`config.mk`:
```
export PLATFORM = sky130hd
export DESIGN_NAME = vr_vc_converter_flat
export DESIGN_NICKNAME = d
export VERILOG_FILES = /design/src/rtl/vr_vc_if.sv /design/src/rtl/vr_vc_converter.sv /design/src/flat_wrapper.sv
export SDC_FILE = /design/constraint.sdc
export NUM_CORES = 1
export LEC_CHECK = 0
export CORE_ASPECT_RATIO = 1.2
export CORE_MARGIN = 10
export CORE_UTILIZATION = 55
export CTS_CLUSTER_SIZE = 10
export DETAILED_ROUTE_END_ITERATION = 16
export PLACE_DENSITY = 0.82
export SYNTH_ARGS = -nofsm -noshare
export SYNTH_HDL_FRONTEND = slang
export SYNTH_SLANG_ARGS = --single-unit
```
`constraint.sdc`:
```
create_clock -name clk -period 5.1 [get_ports clk]
set_input_delay 1.02 -clock clk [delete_from_list [all_inputs] [get_ports clk]]
set_output_delay 1.02 -clock clk [all_outputs]
set_load 0.02 [all_outputs]
```
`src/rtl/vr_vc_if.sv`:
```
// vr_vc_if: upstream valid/ready plus downstream valid/credit link
// slave = bridge side, master = producer/consumer side
interface vr_vc_if #(
  parameter int DATA_WIDTH = 8
);
  logic [DATA_WIDTH-1:0] s_data_i;
  logic                  s_valid_i;
  logic                  s_ready_o;
  logic [DATA_WIDTH-1:0] m_data_o;
  logic                  m_valid_o;
  logic                  m_credit_i;
  logic                  credit_err_o;

  modport slave (
    input  s_data_i,
    input  s_valid_i,
    input  m_credit_i,
    output s_ready_o,
    output m_data_o,
    output m_valid_o,
    output credit_err_o
  );

  modport master (
    output s_data_i,
    output s_valid_i,
    output m_credit_i,
    input  s_ready_o,
    input  m_data_o,
    input  m_valid_o,
    input  credit_err_o
  );
endinterface

```
`src/rtl/vr_vc_converter.sv`:
```
// vr_vc_converter: valid/ready to valid/credit bridge
// 2-entry skid FIFO drained against a local downstream credit count
module vr_vc_converter #(
  parameter int DATA_WIDTH = 8,
  parameter int CREDIT_NUM = 2
) (
  input logic      clk,
  input logic      rst_n,
  vr_vc_if.slave   bus
);
  localparam int CW = $clog2(CREDIT_NUM + 1);
  localparam logic [CW-1:0] CMAX = CW'(CREDIT_NUM);

  logic [DATA_WIDTH-1:0] mem [2];
  logic                  wr_ptr;
  logic                  rd_ptr;
  logic [1:0]            occ;
  logic [CW-1:0]         cnt;
  logic                  ready_en;
  logic [DATA_WIDTH-1:0] m_data_q;
  logic                  m_valid_q;
  logic                  err_q;

  logic push;
  logic send;
  logic cr_dec;
  logic cr_inc;
  logic cr_ovf;

  assign bus.s_ready_o    = ready_en && (occ != 2'd2);
  assign bus.m_data_o     = m_data_q;
  assign bus.m_valid_o    = m_valid_q;
  assign bus.credit_err_o = err_q;

  assign push = bus.s_valid_i && bus.s_ready_o;
  assign send = (occ != 2'd0) && (cnt != '0);

  // send and return on the same edge cancel out
  assign cr_dec = send && !bus.m_credit_i;
  assign cr_inc = !send && bus.m_credit_i && (cnt != CMAX);
  assign cr_ovf = !send && bus.m_credit_i && (cnt == CMAX);

  always_ff @(posedge clk or negedge rst_n) begin
    if (!rst_n) begin
      for (int i = 0; i < 2; i++) begin
        mem[i] <= '0;
      end
      wr_ptr    <= 1'b0;
      rd_ptr    <= 1'b0;
      occ       <= 2'd0;
      cnt       <= CMAX;
      ready_en  <= 1'b0;
      m_data_q  <= '0;
      m_valid_q <= 1'b0;
      err_q     <= 1'b0;
    end else begin
      ready_en  <= 1'b1;
      m_valid_q <= send;
      occ       <= occ + {1'b0, push} - {1'b0, send};
      if (push) begin
        mem[wr_ptr] <= bus.s_data_i;
        wr_ptr      <= ~wr_ptr;
      end
      if (send) begin
        m_data_q <= mem[rd_ptr];
        rd_ptr   <= ~rd_ptr;
      end
      unique case (1'b1)
        cr_dec:  cnt   <= cnt - CW'(1);
        cr_inc:  cnt   <= cnt + CW'(1);
        cr_ovf:  err_q <= 1'b1;
        default: ;
      endcase
    end
  end
endmodule

```
`src/flat_wrapper.sv`:
```
// flat-port wrapper written by rule: the top's interface ports become plain ports
module vr_vc_converter_flat 
#(
  parameter int DATA_WIDTH = 8,
  parameter int CREDIT_NUM = 2
)
  (clk, rst_n, bus_s_data_i, bus_s_valid_i, bus_m_credit_i, bus_s_ready_o, bus_m_data_o, bus_m_valid_o, bus_credit_err_o);
  vr_vc_if #(.DATA_WIDTH(DATA_WIDTH)) bus_i ();
  input logic clk;
  input logic rst_n;
  input wire logic [$bits(bus_i.s_data_i)-1:0] bus_s_data_i;
  input wire logic [$bits(bus_i.s_valid_i)-1:0] bus_s_valid_i;
  input wire logic [$bits(bus_i.m_credit_i)-1:0] bus_m_credit_i;
  output wire logic [$bits(bus_i.s_ready_o)-1:0] bus_s_ready_o;
  output wire logic [$bits(bus_i.m_data_o)-1:0] bus_m_data_o;
  output wire logic [$bits(bus_i.m_valid_o)-1:0] bus_m_valid_o;
  output wire logic [$bits(bus_i.credit_err_o)-1:0] bus_credit_err_o;
  assign bus_i.s_data_i = bus_s_data_i;
  assign bus_i.s_valid_i = bus_s_valid_i;
  assign bus_i.m_credit_i = bus_m_credit_i;
  assign bus_s_ready_o = bus_i.s_ready_o;
  assign bus_m_data_o = bus_i.m_data_o;
  assign bus_m_valid_o = bus_i.m_valid_o;
  assign bus_credit_err_o = bus_i.credit_err_o;
  vr_vc_converter #(.DATA_WIDTH(DATA_WIDTH), .CREDIT_NUM(CREDIT_NUM)) u_core (.clk(clk), .rst_n(rst_n), .bus(bus_i));
endmodule
```
==> results of run 1 <==
-- worst max-delay path by stage --
stage / from / to / slack [ps] / depth (start not counted)
after global placement: bus_s_valid_i / u_core.mem[15]$_DFFE_PN0P_ / 2610 / 3
after detailed placement: bus_s_valid_i / u_core.mem[10]$_DFFE_PN0P_ / 2560 / 3
after floorplan: u_core.cnt[0]$_DFFE_PN0P_ / u_core.occ[1]$_DFF_PN0_ / 3240 / 9
final: u_core.occ[0]$_DFF_PN0_ / bus_s_ready_o / 2380 / 3
after CTS: u_core.occ[0]$_DFF_PN0_ / bus_s_ready_o / 2340 / 3
after global routing: u_core.occ[0]$_DFF_PN0_ / bus_s_ready_o / 2290 / 3
-- cell usage after synthesis (2+ instances only) --
master	count	area share
dfrtp_1	32	0.56
nand2_1	9	0.024
mux2_2	8	0.063
mux2_4	8	0.084
mux2i_1	8	0.056
o21ai_0	8	0.028
inv_1	5	0.013
xnor2_1	3	0.018
a21oi_1	2	0.0070
buf_2	2	0.0070
ha_1	2	0.017
nor2_1	2	0.0052
-- per-stage QoR --
stage	cells	total power, uW	utilization
global route	167	1278	0.7020
global placement	159	937.3	0.6614
detailed placement	159	965.4	0.6614
CTS	167	1210	0.7020
finish	167	1194	0.7020
floorplan	108	813.1	-
-- layout make-up --
| type | count | area, sq um | share of cell area |
|---|---|---|---|
| repair buffers | 23 | 227.7 | 0.1283 |
| flip-flops and latches | 33 | 827.0 | 0.4661 |
| clock buffers | 5 | 37.54 | 0.02116 |
| inverters | 5 | 18.77 | 0.01058 |
| clock inverters | 3 | 65.06 | 0.03667 |
| multi-input cells | 65 | 556.8 | 0.3138 |
| well taps | 33 | 41.29 | 0.02327 |
-- logic make-up (layout without fill, tap and decap cells) --
logic type      Yosys count  in the layout  synth area share
compound gates           14             14           0.06201
xor+xnor                  4              4           0.02446
fa+ha+maj                 2              2           0.01746
buf+inv                  10             36           0.03406
flops                    33             33            0.5773
mux                      24             24            0.2026
other cells               1              1          0.002618
simple gates             20             20           0.07948
-- flip-flops by register name, summed over array words and instances, names as in the netlist --
register,cells
u_core.bus.credit_err_o,1
u_core.rd_ptr,1
u_core.bus.m_valid_o,1
u_core.wr_ptr,1
u_core.bus.m_data_o,8
u_core.ready_en,1
u_core.occ,2
u_core.cnt,2
u_core.mem,16
-- power by group --
group          internal, uW  switching (uW)  total [uW]
clock                   152            90.2         242
sequential              394             101         495
combinational           253             204         457
-- worst min-delay path, delay by kind of cell, from the launching register on --
family	cells	cell delay, ps
simple gates	1	40
compound gates	1	60
flops	1	360
-- routing by layer --
layer / vias to the layer above / part of all wire / GRT usage
li1: 425 / - / -
met3: 5 / 0.046 / 0.03971
met1: 418 / 0.45 / 0.1259
met2: 14 / 0.48 / 0.1511
met5: - / 0 / 0
met4: 0 / 0.022 / 0.06303
==> results_dict.tcl, run 1 <==
set metrics [dict create \
    crit_type "flip-flop to primary output" \
    dp_hpwl_um 1793 \
    vias_per_cell 5.162 \
    worst_pin_slew_ps 747.6 \
    yosysUniqueCellTypes 31 \
    grt_pass1_vias 855 \
    power_leakage_uw 0.0008059 \
    grt_usage 0.1046 \
    dieWidth_um 66.59 \
    worstHoldStart "u_core.bus.m_data_o[5]$_DFFE_PN0P_" \
    rrSetupSlack_ps 2980 \
    cts_tree "built" \
    drc 0 \
    fin_crit_ps 2723 \
    crit_fanout 4 \
    clk_pin_slew_worst_paths_ps 120 \
    fmax_ghz 0.3672 \
    nNetsFinal 147 \
    finClkSkew_ps 17.65 \
    synthCells 108 \
    wire_per_inst_um 14.95 \
    start_util 0.5668 \
    hold_buffers 0 \
    power.density_nw_per_um2 672.9 \
    syn-mean-instance-area_sq_um 13.27 \
    path_cells "nand2b_2, and2_2, clkdlybuf4s50_1" \
    ys_warn_count 0 \
    holdWs_ps 489.6 \
    grt_setup_unrepaired "false" \
    drv_cap 0 \
    htree_levels 2 \
    setup_slack_ps 2377 \
    grt_pass1_wl_um 4071 \
    ant_nets 0 \
    status "completed" \
    arrival_ps 1700 \
    drt_wl_total_um 2497 \
    ys_seq_area_frac 0.5773 \
    pin_count 23 \
    cp-end-kind "primary output" \
    cp_top_family "buffers and inverters" \
    yosys_register_bits 33 \
    layout_commonest_cell "dfrtp_1" \
    die-area_sq_um 5055 \
    vias 862 \
    diodes 0 \
    finalSetupViolCount 0 \
    drive_gt1_frac 0.2313 \
    crit_required_ps 4080 \
    first_iter_violations 24 \
    cts_resized 0 \
    cp_slowest_cell "clkdlybuf4s50_1" \
    synth_edf_count 0 \
    reg2regPathDepth 7 \
    vdd_ir_drop_max_mv 0.3631 \
    cts_setup_buffers 0 \
    synthToLayoutAreaGrowth_pct 23.84 \
    place.gp.congestion 0.7761 \
    ys.flop_type "dfrtp_1" \
    grt_overflow 0 \
    cts.sinks 33 \
    fp-row-count 20 \
    fin_area_sq_um 1774 \
    first_pass_iters 4 \
    whs_path_depth 2 \
    core-area_sq_um 2527 \
    worst_path_largest_cell_delay_ps 540 \
    fin_setup_tns_ps 0 \
    io_buffer_count 22 \
    timing.critical_path.from_type "flip-flop" \
    hold_path_end "u_core.bus.m_data_o[5]$_DFFE_PN0P_" \
    fillerInstances 185 \
    hold_path.class "flip-flop to flip-flop" \
    clk_latency_ps 340 \
    cts-root-buf "clkbuf_4" \
    finalHoldViolations 0 \
    dpl_cell_area_sq_um 1672 \
    syn-num-nets 122 \
    fin_crit_sh 0.5339 \
    cp.buffers_inverters 1 \
    grt_max_degree 34 \
    die_h_um 75.91 \
    clk_path_buf_depth 2 \
    pre_cts_slack_ps 2557 \
    antenna_found_initial 0 \
    r2r-end "u_core.occ[1]$_DFF_PN0_" \
    final_cell_mix "dfrtp_1 (32), clkdlybuf4s50_1 (22), nand2_1 (9)" \
    r2r_start "u_core.occ[1]$_DFF_PN0_" \
    async_flop_share 1.000 \
    synth_area_sq_um 1433 \
    cts_buffers 5 \
    slew_violations 0 \
    slew_headroom 0.5016 \
]
Power figures use the tool's default switching activity.
==> inputs of run 2 (changes only) <==
- CORE_UTILIZATION: 55 -> 47
- PLACE_DENSITY: 0.82 -> 0.74
- clock period: 5.1 -> 2.3 ns (I/O delays scaled with it)
==> results_dict.tcl, run 2 (synthesis gave the netlist of run 1 again) <==
set metrics [dict create \
    finalSetupViolCount 0 \
    diodes 0 \
    crit_fanout 4 \
    crit_required_ps 1840 \
    final_cell_mix "dfrtp_1 (32), clkdlybuf4s50_1 (22), nand2_1 (9)" \
    cts.sinks 33 \
    dieWidth_um 70.40 \
    synthToLayoutAreaGrowth_pct 21.40 \
    place.gp.congestion 0.7363 \
    power.density_nw_per_um2 1415 \
    first_pass_iters 4 \
    drv_cap 0 \
    hold_buffers 0 \
    fillerInstances 238 \
    vdd_ir_drop_max_mv 1.010 \
    cp-end-kind "primary output" \
    top_layer "met4" \
    ant_nets 0 \
    layout_commonest_cell "dfrtp_1" \
    fmax_ghz 0.4596 \
    dp_hpwl_um 1904 \
    m1WireLength_um 1120 \
    drc 0 \
    grt_setup_unrepaired "false" \
    status "completed" \
    core-area_sq_um 2864 \
    cts_tree "built" \
    nNetsFinal 149 \
    rrSetupSlack_ps 680 \
    cts_buffers 5 \
    fin_area_sq_um 1739 \
    arrival_ps 1720 \
    fin_setup_tns_ps 0 \
    start_util 0.5002 \
    clk_latency_ps 340 \
    first_iter_violations 20 \
    die_h_um 80.48 \
    pin_count 23 \
    clk_path_buf_depth 2 \
    grt_pass1_wl_um 4443 \
    finalHoldViolations 0 \
    finClkSkew_ps 15.29 \
    grt_usage 0.09705 \
    setup_slack_ps 124.2 \
    worst_pin_slew_ps 511.1 \
    largest_reg_flops 16 \
    wire_per_inst_um 15.49 \
    drive_gt1_frac 0.2353 \
    power_leakage_uw 0.0007926 \
    grt_max_degree 34 \
    regMostFlops "u_core.mem" \
    grt_overflow 0 \
    slew_headroom 0.6592 \
    holdWs_ps 485.6 \
    wl_met3_um 137 \
    grt_pass1_vias 950 \
    cts_resized 0 \
    antenna_found_initial 0 \
    fp-row-count 21 \
    dr_wl_met2_um 1327 \
    fin_crit_sh 0.9460 \
    pre_cts_slack_ps 464.2 \
    vias 899 \
    dpl_cell_area_sq_um 1688 \
    fin_crit_ps 2176 \
    vias_per_cell 5.288 \
    slew_violations 0 \
    cts-root-buf "clkbuf_4" \
    drt_wl_total_um 2633 \
    hold_path.class "flip-flop to flip-flop" \
    io_buffer_count 22 \
    cts_setup_buffers 0 \
    fin_util 0.6073 \
    crit_type "flip-flop to primary output" \
    htree_levels 2 \
    clk_pin_slew_worst_paths_ps 100 \
    die-area_sq_um 5666 \
    timing.critical_path.from_type "flip-flop" \
]
-- run 2: cell types whose count changed in the layout (fill, tap and decap cells not counted), sizes merged --
cell | before | now
buf | 1 | 3
bufinv | 2 | 0
clkbuf | 5 | 6
clkinv | 1 | 2
-- run 2: final timing paths --
check	endpoint	cells past startpoint	from
min in group asynchronous	u_core.bus.credit_err_o$_DFFE_PN0P_	2	rst_n
max reg2reg	u_core.occ[1]$_DFF_PN0_	7	u_core.cnt[0]$_DFFE_PN0P_
max	bus_s_ready_o	3	u_core.occ[0]$_DFF_PN0_
min reg2reg	u_core.bus.credit_err_o$_DFFE_PN0P_	1	u_core.bus.credit_err_o$_DFFE_PN0P_
min	u_core.bus.credit_err_o$_DFFE_PN0P_	1	u_core.bus.credit_err_o$_DFFE_PN0P_
max in group asynchronous	u_core.cnt[1]$_DFFE_PN1P_	2	rst_n
-- run 2: power by group --
part / total, uW / leakage (uW) / internal (uW) / switching [uW]
logic: 1050 / 0.000366 / 582 / 470
registers: 1100 / 0.000394 / 874 / 227
clock network: 308 / 0.0000320 / 116 / 192
total: 2460 / 0.000793 / 1570 / 888
-- run 2: worst max-delay path: stages (launching register included) --
cell and delay, ps:
dfrtp_1 430, nand2b_2 220, and2_2 200, clkdlybuf4s50_1 530
-- run 2: final cells by class --
class                           count  area [sq um]  share of cell area
Clock inverter                      2         10.01            0.005755
Multi-Input combinational cell     65         556.8              0.3201
Inverter                            5         18.77             0.01079
Clock buffer                        6         41.29             0.02374
Sequential cell                    33         827.0              0.4755
Tap cell                           34         42.54             0.02446
Timing Repair Buffer               25         242.7              0.1396
-- run 2: routing by layer --
metal / vias up / track usage
li1: 427 / -
met1: 449 / 0.1067
met2: 17 / 0.1592
met3: 6 / 0.03813
met4: 0 / 0.04941
met5: - / 0
-- run 2: per-stage QoR --
stage,total power (uW),cells
4_1_cts,2498,170
3_5_place_dp,2184,162
2_1_floorplan,1803,108
3_3_place_gp,2114,162
5_1_grt,2640,170
6_report,2460,170
==> inputs of run 3 (changes only) <==
- CTS_BUF_LIST: default -> sky130_fd_sc_hd__clkbuf_16
- SLEW_MARGIN: default -> 0
==> results_dict.tcl, run 3 (synthesis gave the netlist of run 1 again) <==
set metrics [dict create \
    vdd_ir_drop_max_mv 0.8569 \
    nNetsFinal 149 \
    fmax_ghz 0.4760 \
    crit_fanout 4 \
    cp-end-kind "primary output" \
    fin_crit_ps 2101 \
    fin_crit_sh 0.9135 \
    drive_gt1_frac 0.2353 \
    grt_setup_unrepaired "false" \
    fillerInstances 226 \
    hold_path.class "flip-flop to flip-flop" \
    power.density_nw_per_um2 1523 \
    die-area_sq_um 5666 \
    finClkSkew_ps 6.542 \
    drv_cap 0 \
    timing.critical_path.from_type "flip-flop" \
    drc 0 \
    cp.buffers_inverters 1 \
    grt_max_degree 34 \
    arrival_ps 1640 \
    clk_pin_slew_worst_paths_ps 50 \
    multiInputGateArea_sq_um 556.8 \
    register_area_sq_um 827.0 \
    antenna_found_initial 0 \
    htree_levels 2 \
    status "completed" \
    synthToLayoutAreaGrowth_pct 27.51 \
    layout_commonest_cell "dfrtp_1" \
    total_power_uw 2783 \
    fin_setup_tns_ps 0 \
    first_iter_violations 20 \
    vias 897 \
    finalHoldViolations 0 \
    hold_buffers 0 \
    diodes 0 \
    pin_count 23 \
    start_util 0.5002 \
    cp_slowest_cell "clkdlybuf4s50_1" \
    worst_path_largest_cell_delay_ps 530 \
    core-area_sq_um 2864 \
    cts_setup_buffers 0 \
    grt_pass1_wl_um 4574 \
    worst_pin_slew_ps 504.6 \
    regMostFlops "u_core.mem" \
    cts-root-buf "clkbuf_16" \
    finalSetupViolCount 0 \
    power_leakage_uw 0.0008354 \
    grt_overflow 0 \
    cts.sinks 33 \
    dp_hpwl_um 1904 \
    slew_headroom 0.6636 \
    die_h_um 80.48 \
    io_buffer_count 22 \
    ant_nets 0 \
    place.gp.congestion 0.7363 \
    first_pass_iters 2 \
    path_cells "nand2b_2, and2_2, clkdlybuf4s50_1" \
    drt_wl_total_um 2718 \
    crit_type "flip-flop to primary output" \
    grt_usage 0.1011 \
    fp-row-count 21 \
    grt_pass1_vias 982 \
    cts_tree "built" \
    cp_top_family "buffers and inverters" \
    crit_required_ps 1840 \
    final_cell_mix "dfrtp_1 (32), clkdlybuf4s50_1 (22), nand2_1 (9)" \
    cts_resized 0 \
    wire_per_inst_um 15.99 \
    dieWidth_um 70.40 \
    vias_per_cell 5.276 \
    clk_path_buf_depth 2 \
    largest_reg_flops 16 \
    clk_latency_ps 280 \
    slew_violations 0 \
    cts_buffers 5 \
]
run 3: changes by cell type in the layout (fill, tap and decap cells not counted), sizes merged:
cell,change
inv,+1
clkbuf,-1
run 3: where the power goes:
part           leakage [uW]  total (uW)  internal, uW  switching [uW]
logic              0.000366        1060           582             475
registers          0.000394        1100           878             225
clock network     0.0000748         623           392             231
run 3: through the flow:
stage	hold slack, ps	instance area (sq um)	std cells	util	worst slack, ps
2_1_floorplan	164.4	1433	108	-	442.8
3_3_place_gp	454.2	1688	162	0.5893	506.4
3_5_place_dp	465.1	1688	162	0.5893	464.2
4_1_cts	480.7	1827	170	0.6378	184.7
5_1_grt	495.1	1827	170	0.6378	140.6
6_report	472.9	1827	170	0.6378	199.0
run 3: worst register-to-register path, stage by stage (launching register included):
cell and delay (ps):
dfrtp_1 440, o22ai_2 200, inv_1 80, ha_1 280, inv_1 40, ha_1 180, xnor2_1 180, xnor2_1 140
run 3: final timing paths:
check	start	endpoint	slack, ps	cells after the start
min in group asynchronous	rst_n	u_core.bus.credit_err_o$_DFFE_PN0P_	590	2
setup / recovery	u_core.occ[0]$_DFF_PN0_	bus_s_ready_o	200	3
setup reg to reg	u_core.occ[1]$_DFF_PN0_	u_core.occ[1]$_DFF_PN0_	700	7
max in group asynchronous	rst_n	u_core.cnt[1]$_DFFE_PN1P_	1380	2
hold reg to reg	u_core.bus.credit_err_o$_DFFE_PN0P_	u_core.bus.credit_err_o$_DFFE_PN0P_	470	1
hold / removal	u_core.bus.credit_err_o$_DFFE_PN0P_	u_core.bus.credit_err_o$_DFFE_PN0P_	470	1
run 3: layer usage:
metal / GRT usage / part of all wire / vias to the layer above
met5: 0 / 0 / -
met4: 0.05929 / 0.020 / 0
met3: 0.03813 / 0.048 / 6
met2: 0.1700 / 0.52 / 14
met1: 0.1059 / 0.42 / 450
li1: - / - / 427
run 3: layout make-up:
cell class | instances | share of cell area
inverter | 5 | 0.01027
tap | 34 | 0.02329
multi-input combinational | 65 | 0.3048
clock buffer | 5 | 0.06849
clock inverter | 3 | 0.007534
sequential | 33 | 0.4527
timing repair buffer | 25 | 0.1329
